`config.mk`:
```
export PLATFORM = sky130hd
export DESIGN_NAME = pipeline_hazard_ctrl_flat
export DESIGN_NICKNAME = d
export VERILOG_FILES = /design/src/rtl/pipeline_hazard_ctrl_pkg.sv /design/src/rtl/pipeline_hazard_ctrl_if.sv /design/src/rtl/pipeline_hazard_ctrl_sat_counter.sv /design/src/rtl/pipeline_hazard_ctrl.sv /design/src/flat_wrapper.sv
export SDC_FILE = /design/constraint.sdc
export NUM_CORES = 1
export LEC_CHECK = 0
export ABC_AREA = 1
export ABC_CLOCK_PERIOD_IN_PS = 2150
export CORE_ASPECT_RATIO = 0.8
export CORE_MARGIN = 1
export CORE_UTILIZATION = 55
export CTS_BUF_LIST = sky130_fd_sc_hd__clkbuf_8
export DETAILED_ROUTE_END_ITERATION = 8
export DONT_BUFFER_PORTS = 1
export GPL_TIMING_DRIVEN = 0
export PLACE_DENSITY = 0.7
export SYNTH_ARGS = -nofsm -noshare
export SYNTH_HDL_FRONTEND = slang
export SYNTH_SLANG_ARGS = --single-unit
```
`constraint.sdc`:
```
create_clock -name clk -period 2.15 [get_ports clk]
set_input_delay 0.43 -clock clk [delete_from_list [all_inputs] [get_ports clk]]
set_output_delay 0.43 -clock clk [all_outputs]
set_load 0.05 [all_outputs]
```
`src/rtl/pipeline_hazard_ctrl_pkg.sv`:
```
// Shared types and defaults for the mimic pipeline hazard controller.
// Holds the FSM state enum, parameter defaults and the stall/flush control bundle.
package pipeline_ctrl_pkg;

    localparam int unsigned RedirectCyclesDef = 2;
    localparam int unsigned DmemTimeoutDef    = 16;
    localparam int unsigned CntWDef           = 16;

    typedef enum logic [1:0] {
        StRun,
        StDmemWait,
        StRedirect
    } state_e;

    typedef struct packed {
        logic stall_pc;
        logic stall_if;
        logic stall_sub_if;
        logic stall_id;
        logic stall_ex;
        logic stall_mem;
        logic flush_if;
        logic flush_id;
        logic flush_ex;
        logic flush_mem;
        logic flush_sub_mem;
    } ctrl_t;

    function automatic ctrl_t ctrl_flush_all();
        ctrl_t c;
        c               = '0;
        c.flush_if      = 1'b1;
        c.flush_id      = 1'b1;
        c.flush_ex      = 1'b1;
        c.flush_mem     = 1'b1;
        c.flush_sub_mem = 1'b1;
        return c;
    endfunction

    // Data-memory wait: freeze everything, but drain the sub-MEM slot with a bubble.
    function automatic ctrl_t ctrl_dmem_stall();
        ctrl_t c;
        c               = '0;
        c.stall_pc      = 1'b1;
        c.stall_if      = 1'b1;
        c.stall_sub_if  = 1'b1;
        c.stall_id      = 1'b1;
        c.stall_ex      = 1'b1;
        c.stall_mem     = 1'b1;
        c.flush_sub_mem = 1'b1;
        return c;
    endfunction

endpackage

```
`src/rtl/pipeline_hazard_ctrl_if.sv`:
```
// Event and control bundle between the pipeline and its hazard controller.
// The pipeline side drives events (master); the controller drives controls (slave).
interface pipeline_hazard_ctrl_if #(
    parameter int unsigned CNT_W = 16
);
    logic             load_use_hz;
    logic             imem_busy;
    logic             branch_taken;
    logic             dmem_busy;
    logic             trap_mem;

    logic             stall_pc;
    logic             stall_if;
    logic             stall_sub_if;
    logic             stall_id;
    logic             stall_ex;
    logic             stall_mem;
    logic             flush_if;
    logic             flush_id;
    logic             flush_ex;
    logic             flush_mem;
    logic             flush_sub_mem;
    logic             dmem_timeout;
    logic [CNT_W-1:0] stall_cycles;

    modport master (
        output load_use_hz, imem_busy, branch_taken, dmem_busy, trap_mem,
        input  stall_pc, stall_if, stall_sub_if, stall_id, stall_ex, stall_mem,
        input  flush_if, flush_id, flush_ex, flush_mem, flush_sub_mem,
        input  dmem_timeout, stall_cycles
    );

    modport slave (
        input  load_use_hz, imem_busy, branch_taken, dmem_busy, trap_mem,
        output stall_pc, stall_if, stall_sub_if, stall_id, stall_ex, stall_mem,
        output flush_if, flush_id, flush_ex, flush_mem, flush_sub_mem,
        output dmem_timeout, stall_cycles
    );

endinterface

```
`src/rtl/pipeline_hazard_ctrl_sat_counter.sv`:
```
// Saturating up-counter with increment enable and asynchronous active-low clear.
module sat_counter #(
    parameter int unsigned Width = 16
) (
    input  logic             clk_i,
    input  logic             rst_ni,
    input  logic             inc_i,
    output logic [Width-1:0] count_o
);

    logic [Width-1:0] count_q, count_d;

    always_comb begin
        count_d = count_q;
        if (inc_i && (count_q != '1)) begin
            count_d = count_q + Width'(1);
        end
    end

    always_ff @(posedge clk_i or negedge rst_ni) begin
        if (!rst_ni) begin
            count_q <= '0;
        end else begin
            count_q <= count_d;
        end
    end

    assign count_o = count_q;

endmodule

```
`src/rtl/pipeline_hazard_ctrl.sv`:
```
// Hazard/sequencing controller: fixed-priority decode of pipeline events into
// Mealy stall/flush controls, with multi-cycle redirect and data-memory wait handling.
module pipeline_hazard_ctrl
    import pipeline_ctrl_pkg::*;
#(
    parameter int unsigned REDIRECT_CYCLES = RedirectCyclesDef,
    parameter int unsigned DMEM_TIMEOUT    = DmemTimeoutDef,
    parameter int unsigned CNT_W           = CntWDef
) (
    input logic                   clk,
    input logic                   rst,
    pipeline_hazard_ctrl_if.slave bus
);

    localparam logic [3:0] RedirInit   = 4'(REDIRECT_CYCLES - 1);
    localparam logic [7:0] TimeoutLast = 8'(DMEM_TIMEOUT - 1);
    // A redirect of one cycle is fully served by the cycle that starts it.
    localparam state_e     RedirState  = (RedirInit != 4'd0) ? StRedirect : StRun;

    state_e     state_q, state_d;
    logic [3:0] redir_q, redir_d;
    logic [7:0] wait_q, wait_d;
    ctrl_t      ctrl;
    logic       timeout;
    logic [CNT_W-1:0] stall_cycles;

    always_comb begin
        ctrl    = '0;
        state_d = state_q;
        redir_d = redir_q;
        wait_d  = wait_q;
        timeout = bus.dmem_busy && (wait_q == TimeoutLast);

        // A nonzero redir_q outside REDIRECT means a redirect was suspended by the wait.
        if (state_q == StDmemWait && !bus.dmem_busy) begin
            wait_d  = '0;
            state_d = (redir_q != 4'd0) ? StRedirect : StRun;
        end else if (state_q == StRedirect && redir_q == 4'd0) begin
            state_d = StRun;
        end

        if (bus.trap_mem || timeout) begin
            ctrl    = ctrl_flush_all();
            state_d = RedirState;
            redir_d = RedirInit;
            wait_d  = '0;
        end else if (bus.dmem_busy) begin
            ctrl    = ctrl_dmem_stall();
            state_d = StDmemWait;
            wait_d  = wait_q + 8'd1;
        end else if (bus.branch_taken) begin
            ctrl.flush_if = 1'b1;
            ctrl.flush_id = 1'b1;
            state_d       = RedirState;
            redir_d       = RedirInit;
        end else if (state_q == StRedirect && redir_q != 4'd0) begin
            ctrl.flush_if = 1'b1;
            redir_d       = redir_q - 4'd1;
            state_d       = (redir_q == 4'd1) ? StRun : StRedirect;
        end else if (bus.imem_busy) begin
            ctrl.stall_pc     = 1'b1;
            ctrl.stall_if     = 1'b1;
            ctrl.stall_sub_if = 1'b1;
            ctrl.flush_id     = 1'b1;
        end else if (bus.load_use_hz) begin
            ctrl.stall_pc     = 1'b1;
            ctrl.stall_if     = 1'b1;
            ctrl.stall_sub_if = 1'b1;
            ctrl.stall_id     = 1'b1;
            ctrl.flush_ex     = 1'b1;
        end

        if (!rst) begin
            ctrl    = '0;
            timeout = 1'b0;
        end
    end

    always_ff @(posedge clk or negedge rst) begin
        if (!rst) begin
            state_q <= StRun;
            redir_q <= '0;
            wait_q  <= '0;
        end else begin
            state_q <= state_d;
            redir_q <= redir_d;
            wait_q  <= wait_d;
        end
    end

    sat_counter #(
        .Width (CNT_W)
    ) u_stall_cnt (
        .clk_i   (clk),
        .rst_ni  (rst),
        .inc_i   (ctrl.stall_pc),
        .count_o (stall_cycles)
    );

    assign bus.stall_pc      = ctrl.stall_pc;
    assign bus.stall_if      = ctrl.stall_if;
    assign bus.stall_sub_if  = ctrl.stall_sub_if;
    assign bus.stall_id      = ctrl.stall_id;
    assign bus.stall_ex      = ctrl.stall_ex;
    assign bus.stall_mem     = ctrl.stall_mem;
    assign bus.flush_if      = ctrl.flush_if;
    assign bus.flush_id      = ctrl.flush_id;
    assign bus.flush_ex      = ctrl.flush_ex;
    assign bus.flush_mem     = ctrl.flush_mem;
    assign bus.flush_sub_mem = ctrl.flush_sub_mem;
    assign bus.dmem_timeout  = timeout;
    assign bus.stall_cycles  = stall_cycles;

endmodule

```
`src/flat_wrapper.sv`:
```
// flat-port wrapper written by rule: the top's interface ports become plain ports
module pipeline_hazard_ctrl_flat import pipeline_ctrl_pkg::*;
#(
    parameter int unsigned REDIRECT_CYCLES = RedirectCyclesDef,
    parameter int unsigned DMEM_TIMEOUT    = DmemTimeoutDef,
    parameter int unsigned CNT_W           = CntWDef
)
  (clk, rst, bus_load_use_hz, bus_imem_busy, bus_branch_taken, bus_dmem_busy, bus_trap_mem, bus_stall_pc, bus_stall_if, bus_stall_sub_if, bus_stall_id, bus_stall_ex, bus_stall_mem, bus_flush_if, bus_flush_id, bus_flush_ex, bus_flush_mem, bus_flush_sub_mem, bus_dmem_timeout, bus_stall_cycles);
  pipeline_hazard_ctrl_if #(.CNT_W(CNT_W)) bus_i ();
  input logic clk;
  input logic rst;
  input wire logic [$bits(bus_i.load_use_hz)-1:0] bus_load_use_hz;
  input wire logic [$bits(bus_i.imem_busy)-1:0] bus_imem_busy;
  input wire logic [$bits(bus_i.branch_taken)-1:0] bus_branch_taken;
  input wire logic [$bits(bus_i.dmem_busy)-1:0] bus_dmem_busy;
  input wire logic [$bits(bus_i.trap_mem)-1:0] bus_trap_mem;
  output wire logic [$bits(bus_i.stall_pc)-1:0] bus_stall_pc;
  output wire logic [$bits(bus_i.stall_if)-1:0] bus_stall_if;
  output wire logic [$bits(bus_i.stall_sub_if)-1:0] bus_stall_sub_if;
  output wire logic [$bits(bus_i.stall_id)-1:0] bus_stall_id;
  output wire logic [$bits(bus_i.stall_ex)-1:0] bus_stall_ex;
  output wire logic [$bits(bus_i.stall_mem)-1:0] bus_stall_mem;
  output wire logic [$bits(bus_i.flush_if)-1:0] bus_flush_if;
  output wire logic [$bits(bus_i.flush_id)-1:0] bus_flush_id;
  output wire logic [$bits(bus_i.flush_ex)-1:0] bus_flush_ex;
  output wire logic [$bits(bus_i.flush_mem)-1:0] bus_flush_mem;
  output wire logic [$bits(bus_i.flush_sub_mem)-1:0] bus_flush_sub_mem;
  output wire logic [$bits(bus_i.dmem_timeout)-1:0] bus_dmem_timeout;
  output wire logic [$bits(bus_i.stall_cycles)-1:0] bus_stall_cycles;
  assign bus_i.load_use_hz = bus_load_use_hz;
  assign bus_i.imem_busy = bus_imem_busy;
  assign bus_i.branch_taken = bus_branch_taken;
  assign bus_i.dmem_busy = bus_dmem_busy;
  assign bus_i.trap_mem = bus_trap_mem;
  assign bus_stall_pc = bus_i.stall_pc;
  assign bus_stall_if = bus_i.stall_if;
  assign bus_stall_sub_if = bus_i.stall_sub_if;
  assign bus_stall_id = bus_i.stall_id;
  assign bus_stall_ex = bus_i.stall_ex;
  assign bus_stall_mem = bus_i.stall_mem;
  assign bus_flush_if = bus_i.flush_if;
  assign bus_flush_id = bus_i.flush_id;
  assign bus_flush_ex = bus_i.flush_ex;
  assign bus_flush_mem = bus_i.flush_mem;
  assign bus_flush_sub_mem = bus_i.flush_sub_mem;
  assign bus_dmem_timeout = bus_i.dmem_timeout;
  assign bus_stall_cycles = bus_i.stall_cycles;
  pipeline_hazard_ctrl #(.REDIRECT_CYCLES(REDIRECT_CYCLES), .DMEM_TIMEOUT(DMEM_TIMEOUT), .CNT_W(CNT_W)) u_core (.clk(clk), .rst(rst), .bus(bus_i));
endmodule
```
==> metrics.csv <==
stage,metric,value,unit
cells_and_area,drive_gt1_share,28.3,%
yosys,avgSynthCellArea,7.49,um^2
cells_and_area,nNetsFinal,320,
cells_and_area,utilization,74.4,%
cells_and_area,multi_input_area,0.00127,mm^2
timing,slew-limit-headroom,30.6,%
power,peakVddDrop,705,uV
clock_tree,path_clk_slew,0.06,ns
worst_setup_path,crit_chain,ha_4 > nand2_4 > inv_2 > nand2_2 > nor2_4 > nor2_4 > nand2_4 > nor2_4 > buf_6,
timing,final.min_clock_period,2.30,ns
cells_and_area,layout_commonest_cell,nand2_1,
cells_and_area,n_fill_cell,267,
timing,rsz0062_at_grt,yes,
timing,worst_pin_slew,1.04,ns
clock_tree,cts.sinks,30,
placed_design,placement.io_buffers,0,
detailed_routing,routedWlPerCell,14.2,um
global_route,grt_pass1_wl,7.83,mm
yosys,synth_area_leaders,"dfrtp_1 (37%), nand2_1 (16%), nand3_1 (6.8%)",
die,die_h,56.7,um
timing,slew_violations,0,
die,start_util,58.8,%
yosys,ys_seq_area_share,36.6,%
placed_design,routabilityCongestion,0.836,
min_path,hold_depth,2,
timing,timing.final.crit_share,107,%
global_route,grt_pass1_vias,1669,
cells_and_area,final_cell_mix,"nand2_1 (81), dfrtp_1 (28), nand3_1 (27)",
worst_setup_path,critPathMaxStageDelay,0.42,ns
yosys,synth_top_area_cell,dfrtp_1,
timing,timing.fmax,434,MHz
worst_setup_path,cp.required,1.72,ns
detailed_routing,vias_per_cell,5.42,
clock_tree,cts_made_buffers,5,
timing,finClkSkew,0.00930,ns
clock_tree,clock-root-buffer,clkbuf_8,
placed_design,hpwl,3.16,mm
min_path,hold_path.class,in -> reg,
global_route,antenna_found_initial,0,
timing,layout_setup_ws,-0.154,ns
die,ios,35,
die,rows,19,
die,die_w,70.3,um
detailed_routing,vias,1890,
cells_and_area,n_antenna_cell,0,
power,p_per_area,710,mW/mm^2
worst_setup_path,worst_ep_arrival_time,1.87,ns
global_route,grt-ovfl-total,0,
worst_setup_path,worst-setup-path-type,reg -> out,
yosys,synth_top_area_share,36.6,%
global_route,grt_max_degree,31,
yosys,netlist_instances,274,
placed_design,dpl_worst_slack,-0.371,ns
clock_tree,cts_tree,built,
worst_setup_path,cp-start-kind,flop,
status,outcome,"finished, violations left",
detailed_routing,wl,4.95,mm
status,violations,setup timing,
clock_tree,cts_buffer_depth,2,
worst_setup_path,crit_top_cell,nor2_4,
yosys,ys_ff_latch,30,
cells_and_area,seqCellArea,753,um^2
detailed_routing,drc,0,
worst_setup_path,end_kind,primary output,
yosys,syn_nets,286,
yosys,ys_warn_count,0,
clock_tree,htreeDepth,2,
timing,hold_viol,0,
detailed_routing,drt-pass1-iter-count,5,
detailed_routing,antenna_left,0,
flow_run,maxCapViolCount,0,
timing,whs,0.311,ns
timing,setup_viol,6,
worst_setup_path,cp_slowest_cell,dfrtp_1,
power,p_total,1840,uW
detailed_routing,first_iter_violations,111,
global_route,grt_use_total,25.3,%
timing,fin_setup_tns,-0.500,ns
die,core_area,0.00349,mm^2
power,leakagePower,0.00127,uW
yosys,syn_area,0.00205,mm^2
worst_setup_path,rr_worst_depth,7,
die,die_area,0.00398,mm^2
yosys,synthDistinctLibCells,27,
cells_and_area,area_delta_synth_final,26.6,%
clock_tree,clkLatencyLatePin,0.28,ns
worst_setup_path,crit_path_max_fanout,4,
## cell usage after synthesis
| cell type | n |
|---|---|
| nor3_1 | 2 |
| buf_4 | 4 |
| dfrtp_1 | 30 |
| ha_1 | 5 |
| nor3_2 | 1 |
| o21ai_0 | 9 |
| nor2_2 | 4 |
| xor2_1 | 6 |
| nand2_4 | 1 |
| nand2_1 | 85 |
| nand4_4 | 1 |
| nand3_1 | 28 |
| xnor2_1 | 6 |
| nand2_2 | 5 |
| nand4_1 | 6 |
| inv_2 | 1 |
| a21boi_0 | 1 |
| nor2_4 | 2 |
| nor2_8 | 1 |
| nor2_1 | 28 |
| nand3_4 | 2 |
| nand3_2 | 9 |
| o22ai_1 | 2 |
| or2_2 | 1 |
| inv_1 | 25 |
| buf_6 | 2 |
| a21oi_1 | 7 |
## path summary, 6_finish.rpt
kind	from	endpoint	slack (ns)
min in group asynchronous	rst	u_core.redir_q[2]$_DFFE_PN0P_	0.59
setup reg to reg	u_core.u_stall_cnt.count_o[4]$_DFFE_PN0P_	u_core.u_stall_cnt.count_o[13]$_DFFE_PN0P_	0.18
max in group asynchronous	rst	u_core.u_stall_cnt.count_o[1]$_DFFE_PN0P_	1.38
setup / recovery	u_core.wait_q[0]$_DFFE_PN0P_	bus_stall_mem	-0.15
hold / removal	bus_dmem_busy	u_core.wait_q[4]$_DFFE_PN0P_	0.31
hold reg to reg	u_core.wait_q[7]$_DFFE_PN0P_	u_core.wait_q[7]$_DFFE_PN0P_	0.54
## stage by stage
step / instance area, um^2 / instances
CTS: 2470 / 336
detailed placement: 2110 / 316
floorplan: 2060 / 274
global placement: 2110 / 316
finish: 2600 / 349
global route: 2600 / 349
## sequential cells by signal, summed over array words and instances (netlist names)
name / flops
u_core.redir_q: 4
u_core.state_q: 2
u_core.u_stall_cnt.count_o: 16
u_core.wait_q: 8
## report_power, final
| part | switching (uW) | total (uW) | internal (uW) |
|---|---|---|---|
| Clock | 203 | 450 | 246 |
| Combinational | 307 | 562 | 255 |
| Sequential | 208 | 833 | 625 |
## logic make-up after synthesis
family / count (synthesis) / share of synthesized area, %
buffers and inverters: 32 / 7.31
adder cells (fa/ha/maj): 5 / 3.05
AO/OA/AOI/OAI: 19 / 4.87
AND/OR/NAND/NOR: 176 / 43.1
flip-flops: 30 / 36.6
XOR/XNOR: 12 / 5.12
## what timing repair did
item | 4_1_cts | 5_1_grt
hold buffers | 2 | 0
pin swaps | 12 | 9
endpoints found under the hold margin | 30 | 0
setup buffers | 11 | 13
gates cloned | 1 | 0
resized for setup | 29 | 13
setup endpoints to repair | 11 | 20
## layer usage
layer  vias up  part of all wire, %  track usage [%]
li1        951                    -                -
met1       877                   48             37.7
met2        55                   46             35.2
met3         7                  5.0             6.10
met4         0                  1.4             9.71
met5         -                    0                0
## cell type report
class | instances | area share [%]
Multi-Input combinational cell | 212 | 49.0
Buffer | 6 | 3.47
Sequential cell | 30 | 29.0
Inverter | 26 | 3.85
Tap cell | 42 | 2.02
Timing Repair Buffer | 27 | 9.48
Clock buffer | 6 | 3.18
## critical path, delay by kind of cell, from the launching register on
kind	cells	cell delay [ns]
flip-flops	1	0.42
buffers and inverters	2	0.25
adder cells (fa/ha/maj)	1	0.19
AND/OR/NAND/NOR	6	0.73
Power figures use the tool's default switching activity.
